File: src/rtl/ccheck_arb_pkg.sv
// Shared types for the checker register-read port arbiter and its clients.
package ccheck_arb_pkg;

    localparam int MAX_REQ    = 8;
    localparam int RSP_ID_W   = $clog2(MAX_REQ);
    localparam int RSP_DATA_W = 32;

    typedef enum logic [1:0] {
        IDLE = 2'd0,
        WAIT = 2'd1,
        RESP = 2'd2
    } state_t;

    // Response layout at the default 32-bit data width and the widest requester id.
    typedef struct packed {
        logic [RSP_ID_W-1:0]   id;
        logic [RSP_DATA_W-1:0] rs_value;
        logic [RSP_DATA_W-1:0] rt_value;
        logic [RSP_DATA_W-1:0] rd_value;
        logic [RSP_DATA_W-1:0] pc;
    } rsp_t;

endpackage

File: src/rtl/rr_arbiter.sv
// Combinational round-robin pick: first asserted request at or after ptr, wrapping.
module rr_arbiter #(
    parameter  int NUM_REQ = 4,
    localparam int ID_W    = (NUM_REQ > 1) ? $clog2(NUM_REQ) : 1
) (
    input  logic [NUM_REQ-1:0] req,
    input  logic [ID_W-1:0]    ptr,
    output logic [NUM_REQ-1:0] gnt,
    output logic [ID_W-1:0]    gnt_idx
);

    always_comb begin
        int              slot;
        logic [ID_W-1:0] sidx;
        logic            found;
        gnt     = '0;
        gnt_idx = '0;
        found   = 1'b0;
        slot    = 0;
        sidx    = '0;
        for (int k = 0; k < NUM_REQ; k++) begin
            slot = int'(ptr) + k;
            if (slot >= NUM_REQ) slot = slot - NUM_REQ;
            sidx = ID_W'(slot);
            if (!found && req[sidx]) begin
                found     = 1'b1;
                gnt[sidx] = 1'b1;
                gnt_idx   = sidx;
            end
        end
    end

endmodule

File: src/rtl/ccheck_port_arbiter.sv
// Shares the checker's single register-read port among NUM_REQ requesters,
// one transaction at a time, returning a tagged one-cycle response.
module ccheck_port_arbiter
    import ccheck_arb_pkg::*;
#(
    parameter  int NUM_REQ  = 4,
    parameter  int READ_LAT = 1,
    parameter  int DATA_W   = 32,
    parameter  int IDX_W    = 5,
    localparam int ID_W     = $clog2(NUM_REQ),
    localparam int CNT_W    = $clog2(READ_LAT) + 1
) (
    input  logic                     clk,
    input  logic                     rst_n,
    input  logic [NUM_REQ-1:0]       req_valid,
    input  logic [NUM_REQ*IDX_W-1:0] req_rs,
    input  logic [NUM_REQ*IDX_W-1:0] req_rt,
    output logic [NUM_REQ-1:0]       req_ready,
    output logic                     rsp_valid,
    output logic [ID_W-1:0]          rsp_id,
    output logic [DATA_W-1:0]        rsp_rs_value,
    output logic [DATA_W-1:0]        rsp_rt_value,
    output logic [DATA_W-1:0]        rsp_rd_value,
    output logic [DATA_W-1:0]        rsp_pc,
    output logic [IDX_W-1:0]         rs,
    output logic [IDX_W-1:0]         rt,
    input  logic [DATA_W-1:0]        rs_value,
    input  logic [DATA_W-1:0]        rt_value,
    input  logic [DATA_W-1:0]        rd_value,
    input  logic [DATA_W-1:0]        pc
);

    typedef struct packed {
        logic [ID_W-1:0]   id;
        logic [DATA_W-1:0] rs_value;
        logic [DATA_W-1:0] rt_value;
        logic [DATA_W-1:0] rd_value;
        logic [DATA_W-1:0] pc;
    } arb_rsp_t;

    state_t                          state_q, state_d;
    logic     [ID_W-1:0]             rr_ptr_q, rr_ptr_d;
    logic     [ID_W-1:0]             id_q, id_d;
    logic     [CNT_W-1:0]            cnt_q, cnt_d;
    logic     [IDX_W-1:0]            rs_q, rs_d;
    logic     [IDX_W-1:0]            rt_q, rt_d;
    arb_rsp_t                        rsp_q, rsp_d;
    logic                            rsp_valid_q, rsp_valid_d;

    logic     [NUM_REQ-1:0]            gnt;
    logic     [ID_W-1:0]               gnt_idx;
    logic                              hs;
    logic     [NUM_REQ-1:0][IDX_W-1:0] req_rs_a, req_rt_a;

    assign req_rs_a = req_rs;
    assign req_rt_a = req_rt;

    rr_arbiter #(.NUM_REQ(NUM_REQ)) u_rr (
        .req     (req_valid),
        .ptr     (rr_ptr_q),
        .gnt     (gnt),
        .gnt_idx (gnt_idx)
    );

    // Grants only exist while idle and out of reset; gnt is already masked by req_valid.
    assign req_ready = (state_q == IDLE && rst_n) ? gnt : '0;
    assign hs        = |(req_valid & req_ready);

    always_comb begin
        state_d     = state_q;
        rr_ptr_d    = rr_ptr_q;
        id_d        = id_q;
        cnt_d       = cnt_q;
        rs_d        = rs_q;
        rt_d        = rt_q;
        rsp_d       = rsp_q;
        rsp_valid_d = 1'b0;
        unique case (state_q)
            IDLE: begin
                if (hs) begin
                    rs_d     = req_rs_a[gnt_idx];
                    rt_d     = req_rt_a[gnt_idx];
                    id_d     = gnt_idx;
                    rr_ptr_d = (gnt_idx == ID_W'(NUM_REQ - 1)) ? '0 : gnt_idx + 1'b1;
                    cnt_d    = CNT_W'(READ_LAT - 1);
                    state_d  = WAIT;
                end
            end
            WAIT: begin
                if (cnt_q == '0) begin
                    rsp_d.id       = id_q;
                    rsp_d.rs_value = rs_value;
                    rsp_d.rt_value = rt_value;
                    rsp_d.rd_value = rd_value;
                    rsp_d.pc       = pc;
                    rsp_valid_d    = 1'b1;
                    state_d        = RESP;
                end else begin
                    cnt_d = cnt_q - 1'b1;
                end
            end
            RESP: begin
                state_d = IDLE;
            end
            default: begin
                state_d = IDLE;
            end
        endcase
    end

    always_ff @(posedge clk) begin
        if (!rst_n) begin
            state_q     <= IDLE;
            rr_ptr_q    <= '0;
            id_q        <= '0;
            cnt_q       <= '0;
            rs_q        <= '0;
            rt_q        <= '0;
            rsp_q       <= '0;
            rsp_valid_q <= 1'b0;
        end else begin
            state_q     <= state_d;
            rr_ptr_q    <= rr_ptr_d;
            id_q        <= id_d;
            cnt_q       <= cnt_d;
            rs_q        <= rs_d;
            rt_q        <= rt_d;
            rsp_q       <= rsp_d;
            rsp_valid_q <= rsp_valid_d;
        end
    end

    assign rs           = rs_q;
    assign rt           = rt_q;
    assign rsp_valid    = rsp_valid_q;
    assign rsp_id       = rsp_q.id;
    assign rsp_rs_value = rsp_q.rs_value;
    assign rsp_rt_value = rsp_q.rt_value;
    assign rsp_rd_value = rsp_q.rd_value;
    assign rsp_pc       = rsp_q.pc;

endmodule

File: config.mk
export PLATFORM = sky130hd
export DESIGN_NAME = ccheck_port_arbiter
export DESIGN_NICKNAME = d
export VERILOG_FILES = /design/src/rtl/ccheck_arb_pkg.sv /design/src/rtl/rr_arbiter.sv /design/src/rtl/ccheck_port_arbiter.sv
export SDC_FILE = /design/constraint.sdc
export NUM_CORES = 1
export LEC_CHECK = 0
export ABC_AREA = 1
export CAP_MARGIN = 20
export CORE_MARGIN = 2
export CORE_UTILIZATION = 35
export CTS_CLUSTER_DIAMETER = 30
export CTS_CLUSTER_SIZE = 12
export DETAILED_ROUTE_END_ITERATION = 10
export MAX_ROUTING_LAYER = met4
export PLACE_DENSITY = 0.76
export SLEW_MARGIN = 20
export SYNTH_ARGS = -nofsm -noshare
export SYNTH_HDL_FRONTEND = slang
export SYNTH_SLANG_ARGS = --single-unit
export TNS_END_PERCENT = 5
File: constraint.sdc
create_clock -name clk -period 2.1 [get_ports clk]
set_input_delay 0.42 -clock clk [delete_from_list [all_inputs] [get_ports clk]]
set_output_delay 0.42 -clock clk [all_outputs]
set_load 0.01 [all_outputs]
==> flow_metrics.env, run 1 <==
export IMPL_worstPathMaxFanout=4
export IMPL_synth_edf_count=0
export IMPL_die_area_sq_um=18000
export IMPL_antenna_found_initial=0
export IMPL_crit_type="reg -> out"
export IMPL_p_leak_nw=4.39
export IMPL_drt_iter0_markers=382
export IMPL_cp_num_buf_inv=5
export IMPL_r2r_slack_ns=-0.22
export IMPL_cp_start_kind="flop"
export IMPL_reg2reg_to="rs[2]"
export IMPL_path_clk_slew_ns=0.06
export IMPL_numCtsBuffers=17
export IMPL_worstPathArrival_ns=2.03
export IMPL_cts_htree_levels=4
export IMPL_synth_commonest_cells="281 x nor2_1, 147 x dfxtp_1, 132 x o21ai_0, 57 x nand3_1, 53 x nand2_1"
export IMPL_final_nets=1311
export IMPL_fp_row_count=47
export IMPL_min_delay_start="rst_n"
export IMPL_grt_use_total_pct=22.4
export IMPL_die_w_microns=134
export IMPL_netlist_area_sq_um=5930
export IMPL_grt_overflow_total=0
export IMPL_finalSetupViolations=18
export IMPL_post_route_drc_count=0
export IMPL_grt_pass1_wl_microns=31300
export IMPL_powerDensity_nw_per_um2=1330
export IMPL_instances_no_fill=1363
export IMPL_ant_nets=0
export IMPL_yosys_warnings=0
export IMPL_detailed_place_hpwl_microns=13600
export IMPL_gp_congestion=0.868
export IMPL_wl_per_cell_microns=14.9
export IMPL_vias=6497
export IMPL_clock_sinks=147
export IMPL_ys_seq_area_share_pct=49.6
export IMPL_fin_crit_sh_pct=117
export IMPL_avgSynthCellArea_sq_um=7.35
export IMPL_yosys_register_bits=147
export IMPL_grt_max_degree=144
export IMPL_r2r_cells=17
export IMPL_fp_dieH_microns=134
export IMPL_worst_slew_pin_slew_ns=0.580
export IMPL_fin_ws_ns=-0.348
export IMPL_hold_depth=4
export IMPL_synth_nets=988
export IMPL_drive_above_1_share_pct=11.2
export IMPL_synth_distinct_cells=30
export IMPL_syn_to_final_growth_pct=74.2
export IMPL_cts_root_buffer="clkbuf_16"
export IMPL_synth_area_leaders="dfxtp_1 50%, nor2_1 18%, o21ai_0 11%"
export IMPL_drv_cap=0
export IMPL_cts_path_max_buffers=2
export IMPL_hold_path_class="in -> reg"
export IMPL_wirelength_microns=20300
export IMPL_first_global_vias=6241
export IMPL_synthArstFlopShare_pct=0
export IMPL_rsz0062_at_grt="true"
export IMPL_slowest_delay_ns=0.39
export IMPL_tritoncts="done"
export IMPL_clkLatencyLatePin_ns=0.42
export IMPL_cp_slowest_cell="dfxtp_4"
export IMPL_crit_family="buffers and inverters"
export IMPL_firstDrtPassIters=4
export IMPL_clock_skew_ns=0.0128
export IMPL_cp_end_kind="primary output"
export IMPL_slew_limit_headroom_pct=61.4
export IMPL_max_freq_mhz=409
export IMPL_failed_checks="negative setup slack"
export IMPL_yosysTopAreaCellShare_pct=49.6
export IMPL_port_buffers=318
export IMPL_io_pins=319
export IMPL_diodes=0
export IMPL_critical_path_cell_chain="inv_8, ha_4, buf_6, nand3_2, nand2_2, nor2_4, buf_12, a21oi_4, nand3_2, nand2_2, inv_1, buf_2"
export IMPL_vdd_ir_drop_max_uv=740
export IMPL_status="finished with violations"
export IMPL_hold_end="rr_ptr_q[1]"
export IMPL_yosysMostFrequentCell="nor2_1"
export IMPL_synthCells=807
export IMPL_start_util_pct=35.8
export IMPL_final_core_util_pct=62.3
export IMPL_dp_cells=1324
export IMPL_synth_main_ff_cell="dfxtp_1"
export IMPL_via_per_inst=4.77
export IMPL_period_needed_ns=2.45
export IMPL_coreArea_sq_um=16600
export IMPL_cp_data_required_time_ns=1.68
export IMPL_yosys_area_top_type="dfxtp_1"
export IMPL_slew_violations=0
export IMPL_finalHoldViolCount=0
## per-layer routing
metal	up-vias	GRT usage (%)	wire (microns)
li1	3253	-	-
met4	0	8.01	449
met2	264	37.0	9860
met3	34	6.46	1550
met1	2946	26.0	8440
met5	-	-	0
## area by class of cell
cell class / instances / area, sq um
clock buffers: 17 / 425
clock inverters: 15 / 166
fillers: 1441 / 6250
inverters: 22 / 97.6
multi-input cells: 584 / 2830
flip-flops and latches: 147 / 2950
well taps: 220 / 275
repair buffers: 358 / 3590
## report_power, final
group	internal (W)	total (W)	switching, W
logic	0.00329	0.00680	0.00351
registers	0.00357	0.00392	0.000356
clock network	0.00169	0.00305	0.00136
total	0.00855	0.0138	0.00523
## cells in the final DEF (no fill, tap or decap), drive strengths merged
cell type	count
a21oi	24
buf	45
nand2	63
nor3	1
dfxtp	147
dlymetal6s2s	2
o21ai	134
inv	30
nand4	1
ha	7
a21boi	4
clkinv	5
nor2	285
bufinv	1
clkinvlp	1
xnor2	1
clkbuf	17
clkdlybuf4s50	311
nand3	62
o211ai	2
## flip-flops by register name, summed over array words and instances (netlist names), named ones only
name          flops
rt                5
rsp_id            2
rsp_rt_value     32
rsp_valid         1
rr_ptr_q          1
rsp_rs_value     32
rs                5
id_q              2
state_q           2
rsp_rd_value     32
rsp_pc           32
## worst reg2reg max path: cells and delay by family (launching register included)
| kind | cells | cell delay [ns] |
|---|---|---|
| adder cells (fa/ha/maj) | 1 | 0.30 |
| AND/OR/NAND/NOR | 9 | 0.76 |
| AO/OA/AOI/OAI | 2 | 0.25 |
| buffers and inverters | 5 | 0.54 |
| flip-flops | 1 | 0.39 |
## worst max path at each step
stage	from	end	slack (ns)	cells past startpoint
2_1_floorplan	flop	rt[0]	0.005	16
3_3_place_gp	req_valid[0]	req_ready[3]	-0.67	11
3_5_place_dp	req_valid[0]	req_ready[0]	-0.67	11
4_1_cts	flop	req_ready[0]	-0.35	12
5_1_grt	flop	req_ready[1]	-0.43	12
6_report	flop	req_ready[1]	-0.35	12
## logic make-up (layout without fill, tap and decap cells)
family                     after synthesis  after routing  synth area share [%]
and+or+nand+nor                        411            412                  28.9
DFF                                    147            147                  49.6
AOI/OAI and AO/OA                      164            164                  14.2
buffers and inverters                   77            412                  5.70
xor gates and xnor gates                 1              1                 0.148
adders and majority gates                7              7                  1.48
## metrics by stage
stage,total power (W),cell area [sq um],hold slack [ns],setup slack [ns],TNS [ns]
2_1_floorplan,0.00717,5950,0.455,0.00522,0
3_3_place_gp,0.0101,9480,0.474,-0.669,-9.09
3_5_place_dp,0.0101,9480,0.484,-0.666,-9.29
4_1_cts,0.0136,10200,0.367,-0.352,-4.37
5_1_grt,0.0146,10300,0.397,-0.431,-5.88
6_report,0.0138,10300,0.387,-0.348,-3.80
## repair_timing
action | CTS | global route
hold buffers | 0 | 0
buffers inserted | 5 | 1
setup endpoints to repair | 17 | 19
cloned | 1 | 0
pin swaps | 15 | 12
resized for setup | 42 | 23
(Power assumes the default switching activity.)
==> inputs of run 2 (changes only) <==
CORE_UTILIZATION = 42   (was 35)
PLACE_DENSITY = 0.85   (was 0.76)
clock period = 3 ns   (was 2.1 ns; I/O delays follow)
==> flow_metrics.env, run 2 (synthesis gave the netlist of run 1 again) <==
export IMPL_clkPwrFrac_pct=24.4
export IMPL_layout_commonest_cell="clkdlybuf4s50_1"
export IMPL_cp_data_required_time_ns=2.40
export IMPL_die_w_microns=123
export IMPL_p_leak_nw=4.24
export IMPL_powerDensity_nw_per_um2=924
export IMPL_cp_start_kind="flop"
export IMPL_cts_root_buffer="clkbuf_16"
export IMPL_gp_congestion=0.884
export IMPL_cts_htree_levels=4
export IMPL_via_per_inst=5.02
export IMPL_vdd_ir_drop_max_uv=547
export IMPL_detailed_place_hpwl_microns=14000
export IMPL_switching_power_w=0.00333
export IMPL_max_freq_mhz=351
export IMPL_wl_per_cell_microns=15.5
export IMPL_cts_path_max_buffers=2
export IMPL_first_global_vias=6234
export IMPL_whs_ns=0.469
export IMPL_power_share_switching_pct=36.1
export IMPL_grt_max_degree=131
export IMPL_numCtsBuffers=17
export IMPL_dp_cells=1270
export IMPL_fp_row_count=43
export IMPL_grt_use_total_pct=27.0
export IMPL_internal_power_w=0.00588
export IMPL_io_pins=319
export IMPL_layout_common_cells="312 x clkdlybuf4s50_1, 280 x nor2_1, 145 x dfxtp_1, 132 x o21ai_0, 57 x nand3_1"
export IMPL_slew_limit_headroom_pct=45.2
export IMPL_slew_violations=0
export IMPL_worstPathArrival_ns=2.25
export IMPL_finalSetupViolations=0
export IMPL_clock_sinks=147
export IMPL_ant_nets=0
export IMPL_hold_depth=3
export IMPL_coreArea_sq_um=13800
export IMPL_tritoncts="done"
export IMPL_hold_path_class="in -> reg"
export IMPL_hold_end="rsp_valid"
export IMPL_port_buffers=318
export IMPL_final_nets=1294
export IMPL_grt_overflow_total=0
export IMPL_instances_no_fill=1304
export IMPL_pwr_share_seq_pct=29.9
export IMPL_post_route_drc_count=0
export IMPL_antenna_found_initial=1
export IMPL_r2r_slack_ns=0.36
export IMPL_grt_pass1_wl_microns=30800
export IMPL_final_core_util_pct=72.1
export IMPL_path_clk_slew_ns=0.06
export IMPL_fp_dieH_microns=123
export IMPL_cp_end_kind="primary output"
export IMPL_period_needed_ns=2.85
export IMPL_fin_crit_sh_pct=94.9
export IMPL_worst_slew_pin_slew_ns=0.822
export IMPL_min_delay_start="rst_n"
export IMPL_crit_type="reg -> out"
export IMPL_worstPathMaxFanout=12
export IMPL_die_area_sq_um=15100
export IMPL_drv_cap=0
export IMPL_start_util_pct=42.9
export IMPL_drive_above_1_share_pct=7.48
export IMPL_status="completed"
export IMPL_r2r_cells=17
export IMPL_syn_to_final_growth_pct=68.1
export IMPL_clkLatencyLatePin_ns=0.42
export IMPL_ctsHoldBuffers=0
export IMPL_combinationalPowerShare_pct=45.7
export IMPL_rsz0062_at_grt="false"
export IMPL_vias=6551
export IMPL_clock_skew_ns=0.00863
export IMPL_finalPower_w=0.00921
export IMPL_finalHoldViolCount=0
export IMPL_wirelength_microns=20200
export IMPL_reg2reg_to="rs[1]"
export IMPL_drt_iter0_markers=381
export IMPL_firstDrtPassIters=5
## run 2: power by group through the flow
| stage | logic, W | clock network [W] | registers, W |
|---|---|---|---|
| floorplan | 0.00196 | 0 | 0.00302 |
| detailed placement | 0.00405 | 0 | 0.00278 |
| CTS | 0.00417 | 0.00229 | 0.00276 |
| finish | 0.00421 | 0.00224 | 0.00276 |
| global route | 0.00460 | 0.00237 | 0.00282 |
| global placement | 0.00400 | 0 | 0.00275 |
## run 2: critical path, stage by stage (launching register included)
cell	delay, ns
dfxtp_4	0.37
inv_8	0.06
ha_4	0.28
inv_1	0.09
nand3_1	0.11
nand2_1	0.10
nor2_4	0.15
buf_4	0.15
nand3_2	0.06
nand3_1	0.11
nand2_1	0.06
inv_1	0.04
dlygate4sd2_1	0.25
## run 2: worst max path at each step
stage / from / cells after the start / slack, ns / endpoint
6_report: flop / 12 / 0.15 / req_ready[0]
5_1_grt: flop / 12 / 0.02 / req_ready[3]
4_1_cts: req_valid[2] / 12 / 0.13 / req_ready[2]
3_5_place_dp: req_valid[0] / 11 / -0.11 / req_ready[0]
3_3_place_gp: req_valid[0] / 11 / -0.06 / req_ready[3]
2_1_floorplan: rr_ptr_q[1] / 11 / 0.64 / req_ready[3]
## run 2: what timing repair did
item | CTS | global route
endpoints found under the hold margin | 0 | 0
resized for setup | 14 | 2
pin swaps | 1 | 0
endpoints found under the setup margin | 4 | 2
buffers inserted | 3 | 0
## run 2: area by class of cell
cell class / count / area [sq um]
flip-flops and latches: 147 / 2950
inverters: 22 / 97.6
clock inverters: 8 / 150
repair buffers: 342 / 3390
fillers: 1079 / 3860
diodes: 1 / 2.50
multi-input cells: 583 / 2680
well taps: 180 / 225
clock buffers: 21 / 470
## run 2: per-stage QoR
stage	setup TNS [ns]	worst slack (ns)	area (sq um)
5_1_grt	0	0.0173	9970
6_report	0	0.154	9970
3_3_place_gp	-0.194	-0.0605	9260
4_1_cts	0	0.129	9940
2_1_floorplan	0	0.641	5930
3_5_place_dp	-0.412	-0.107	9260
## run 2: routing by layer
metal	vias to the layer above	part of all wire [%]	global-route usage, %
met5	-	0	-
met1	2974	39	30.0
li1	3218	-	-
met2	308	50	45.1
met3	51	8.3	8.13
met4	0	2.8	10.9
==> inputs of run 3 (changes only) <==
CAP_MARGIN = not set   (was 20)
CORE_UTILIZATION = 35   (was 42)
PLACE_DENSITY = 0.76   (was 0.85)
clock period = 2.4 ns   (was 3 ns; I/O delays follow)
==> flow_metrics.env, run 3 (synthesis gave the netlist of run 1 again) <==
export IMPL_status="finished with violations"
export IMPL_failed_checks="negative setup slack"
export IMPL_ctsHoldBuffers=0
export IMPL_grt_use_total_pct=22.1
export IMPL_crit_type="reg -> out"
export IMPL_cp_depth=12
export IMPL_crit_top_cell="nand3_2"
export IMPL_vdd_ir_drop_max_uv=563
export IMPL_cts_htree_levels=4
export IMPL_worst_slew_pin_slew_ns=0.701
export IMPL_port_buffers=318
export IMPL_io_pins=319
export IMPL_dpl_worst_slack_ns=-0.490
export IMPL_clock_skew_ns=0.0114
export IMPL_min_delay_start="rst_n"
export IMPL_hold_path_class="in -> reg"
export IMPL_drt_iter0_markers=285
export IMPL_gp_congestion=0.888
export IMPL_grt_max_degree=80
export IMPL_die_area_sq_um=18000
export IMPL_grt_overflow_total=0
export IMPL_drv_cap=0
export IMPL_instances_no_fill=1358
export IMPL_die_w_microns=134
export IMPL_dpl_instance_area_sq_um=9430
export IMPL_powerDensity_nw_per_um2=1160
export IMPL_finalSetupViolations=4
export IMPL_cp_slowest_cell="dfxtp_4"
export IMPL_slew_violations=0
export IMPL_wirelength_microns=20000
export IMPL_layout_commonest_cell="clkdlybuf4s50_1"
export IMPL_coreArea_sq_um=16600
export IMPL_post_route_drc_count=0
export IMPL_final_nets=1307
export IMPL_cts_path_max_buffers=2
export IMPL_clkLatencyLatePin_ns=0.42
export IMPL_max_freq_mhz=413
export IMPL_grt_pass1_wl_microns=30900
export IMPL_firstDrtPassIters=4
export IMPL_r2r_slack_ns=0.10
export IMPL_fp_row_count=47
export IMPL_p_leak_nw=4.35
export IMPL_crit_family="simple AND/OR/NAND/NOR gates"
export IMPL_clock_sinks=147
export IMPL_cp_num_buf_inv=5
export IMPL_fillCellCount=1496
export IMPL_via_per_inst=4.71
export IMPL_critical_path_cell_chain="inv_8, ha_4, inv_4, nand3_2, nand2_2, nor2_4, buf_12, nand3_1, nand3_2, nand2_1, inv_1, buf_2"
export IMPL_detailed_place_hpwl_microns=13800
export IMPL_worstPathMaxFanout=5
export IMPL_slew_limit_headroom_pct=53.3
export IMPL_syn_to_final_growth_pct=72.4
export IMPL_cp_end_kind="primary output"
export IMPL_first_global_vias=6165
export IMPL_r2r_cells=18
export IMPL_slowest_delay_ns=0.39
export IMPL_fin_crit_sh_pct=101
export IMPL_hold_depth=3
export IMPL_period_needed_ns=2.42
export IMPL_cts_root_buffer="clkbuf_16"
export IMPL_fin_ws_ns=-0.0231
export IMPL_cp_start_kind="flop"
export IMPL_tritoncts="done"
export IMPL_worstPathArrival_ns=1.94
export IMPL_drive_above_1_share_pct=10.5
export IMPL_fp_dieH_microns=134
export IMPL_hold_end="state_q[1]"
export IMPL_finalHoldViolCount=0
export IMPL_cp_data_required_time_ns=1.92
export IMPL_numCtsBuffers=17
export IMPL_path_clk_slew_ns=0.06
export IMPL_diodes=0
export IMPL_wl_per_cell_microns=14.7
export IMPL_ant_nets=0
export IMPL_design_area_sq_um=10200
export IMPL_rsz0062_at_grt="true"
export IMPL_antenna_found_initial=0
export IMPL_dp_cells=1319
export IMPL_vias=6402
export IMPL_start_util_pct=35.8
export IMPL_reg2reg_to="rs[2]"
export IMPL_layout_common_cells="310 x clkdlybuf4s50_1, 280 x nor2_1, 146 x dfxtp_1, 132 x o21ai_0, 50 x nand2_1"
run 3: how the worst max path moves through the flow:
stage	startpoint	endpoint	slack [ns]
after floorplan	rr_ptr_q[1]	rs[3]	0.14
final	flop	req_ready[3]	-0.02
after CTS	flop	req_ready[0]	-0.05
after detailed placement	req_valid[0]	req_ready[3]	-0.49
after global routing	flop	req_ready[2]	-0.11
after global placement	req_valid[0]	req_ready[3]	-0.49
run 3: worst reg2reg max path, stage by stage (launching register included):
cell	delay (ns)
dfxtp_4	0.39
inv_8	0.04
ha_4	0.25
inv_4	0.07
nand3_2	0.07
nand2_2	0.09
nor2_4	0.05
buf_6	0.13
buf_4	0.13
buf_4	0.14
nand2_1	0.05
nand2_1	0.06
o21ai_2	0.08
nand2_2	0.08
buf_12	0.16
nand2_1	0.06
nand3_1	0.13
a21oi_2	0.17
nor2_1	0.04
run 3: where the power goes:
part	switching, W	internal, W
clock network	0.00108	0.00168
logic	0.00294	0.00275
registers	0.000310	0.00312
total	0.00434	0.00756
run 3: per-layer routing:
layer  global-route usage [%]  part of all wire [%]  vias up
met3                     7.45                   8.2       42
met5                        -                     0        -
met2                     36.5                    48      228
met1                     24.6                    41     2891
li1                         -                     -     3241
met4                     9.01                   2.6        0
run 3: repair_timing:
action / CTS / global route
pin swaps: 11 / 8
cloned: 0 / 0
buffers inserted: 7 / 1
setup endpoints to repair: 17 / 17
resized for setup: 39 / 15
run 3: layout make-up:
class                           count  area (sq um)  area share (%)
Clock inverter                     12           169            1.65
Multi-Input combinational cell    583          2750            26.9
Tap cell                          220           275            2.69
Sequential cell                   147          2950            28.8
Timing Repair Buffer              355          3540            34.7
Clock buffer                       19           443            4.33
Inverter                           22          97.6           0.955
run 3: per-stage QoR:
stage	hold slack, ns	util [%]	total power (W)	setup TNS, ns
after floorplan	0.455	-	0.00622	0
after global routing	0.383	61.6	0.0127	-0.593
final	0.353	61.6	0.0119	-0.0607
after global placement	0.473	56.9	0.00877	-4.69
after detailed placement	0.497	56.9	0.00879	-5.05
after CTS	0.340	61.3	0.0119	-0.193
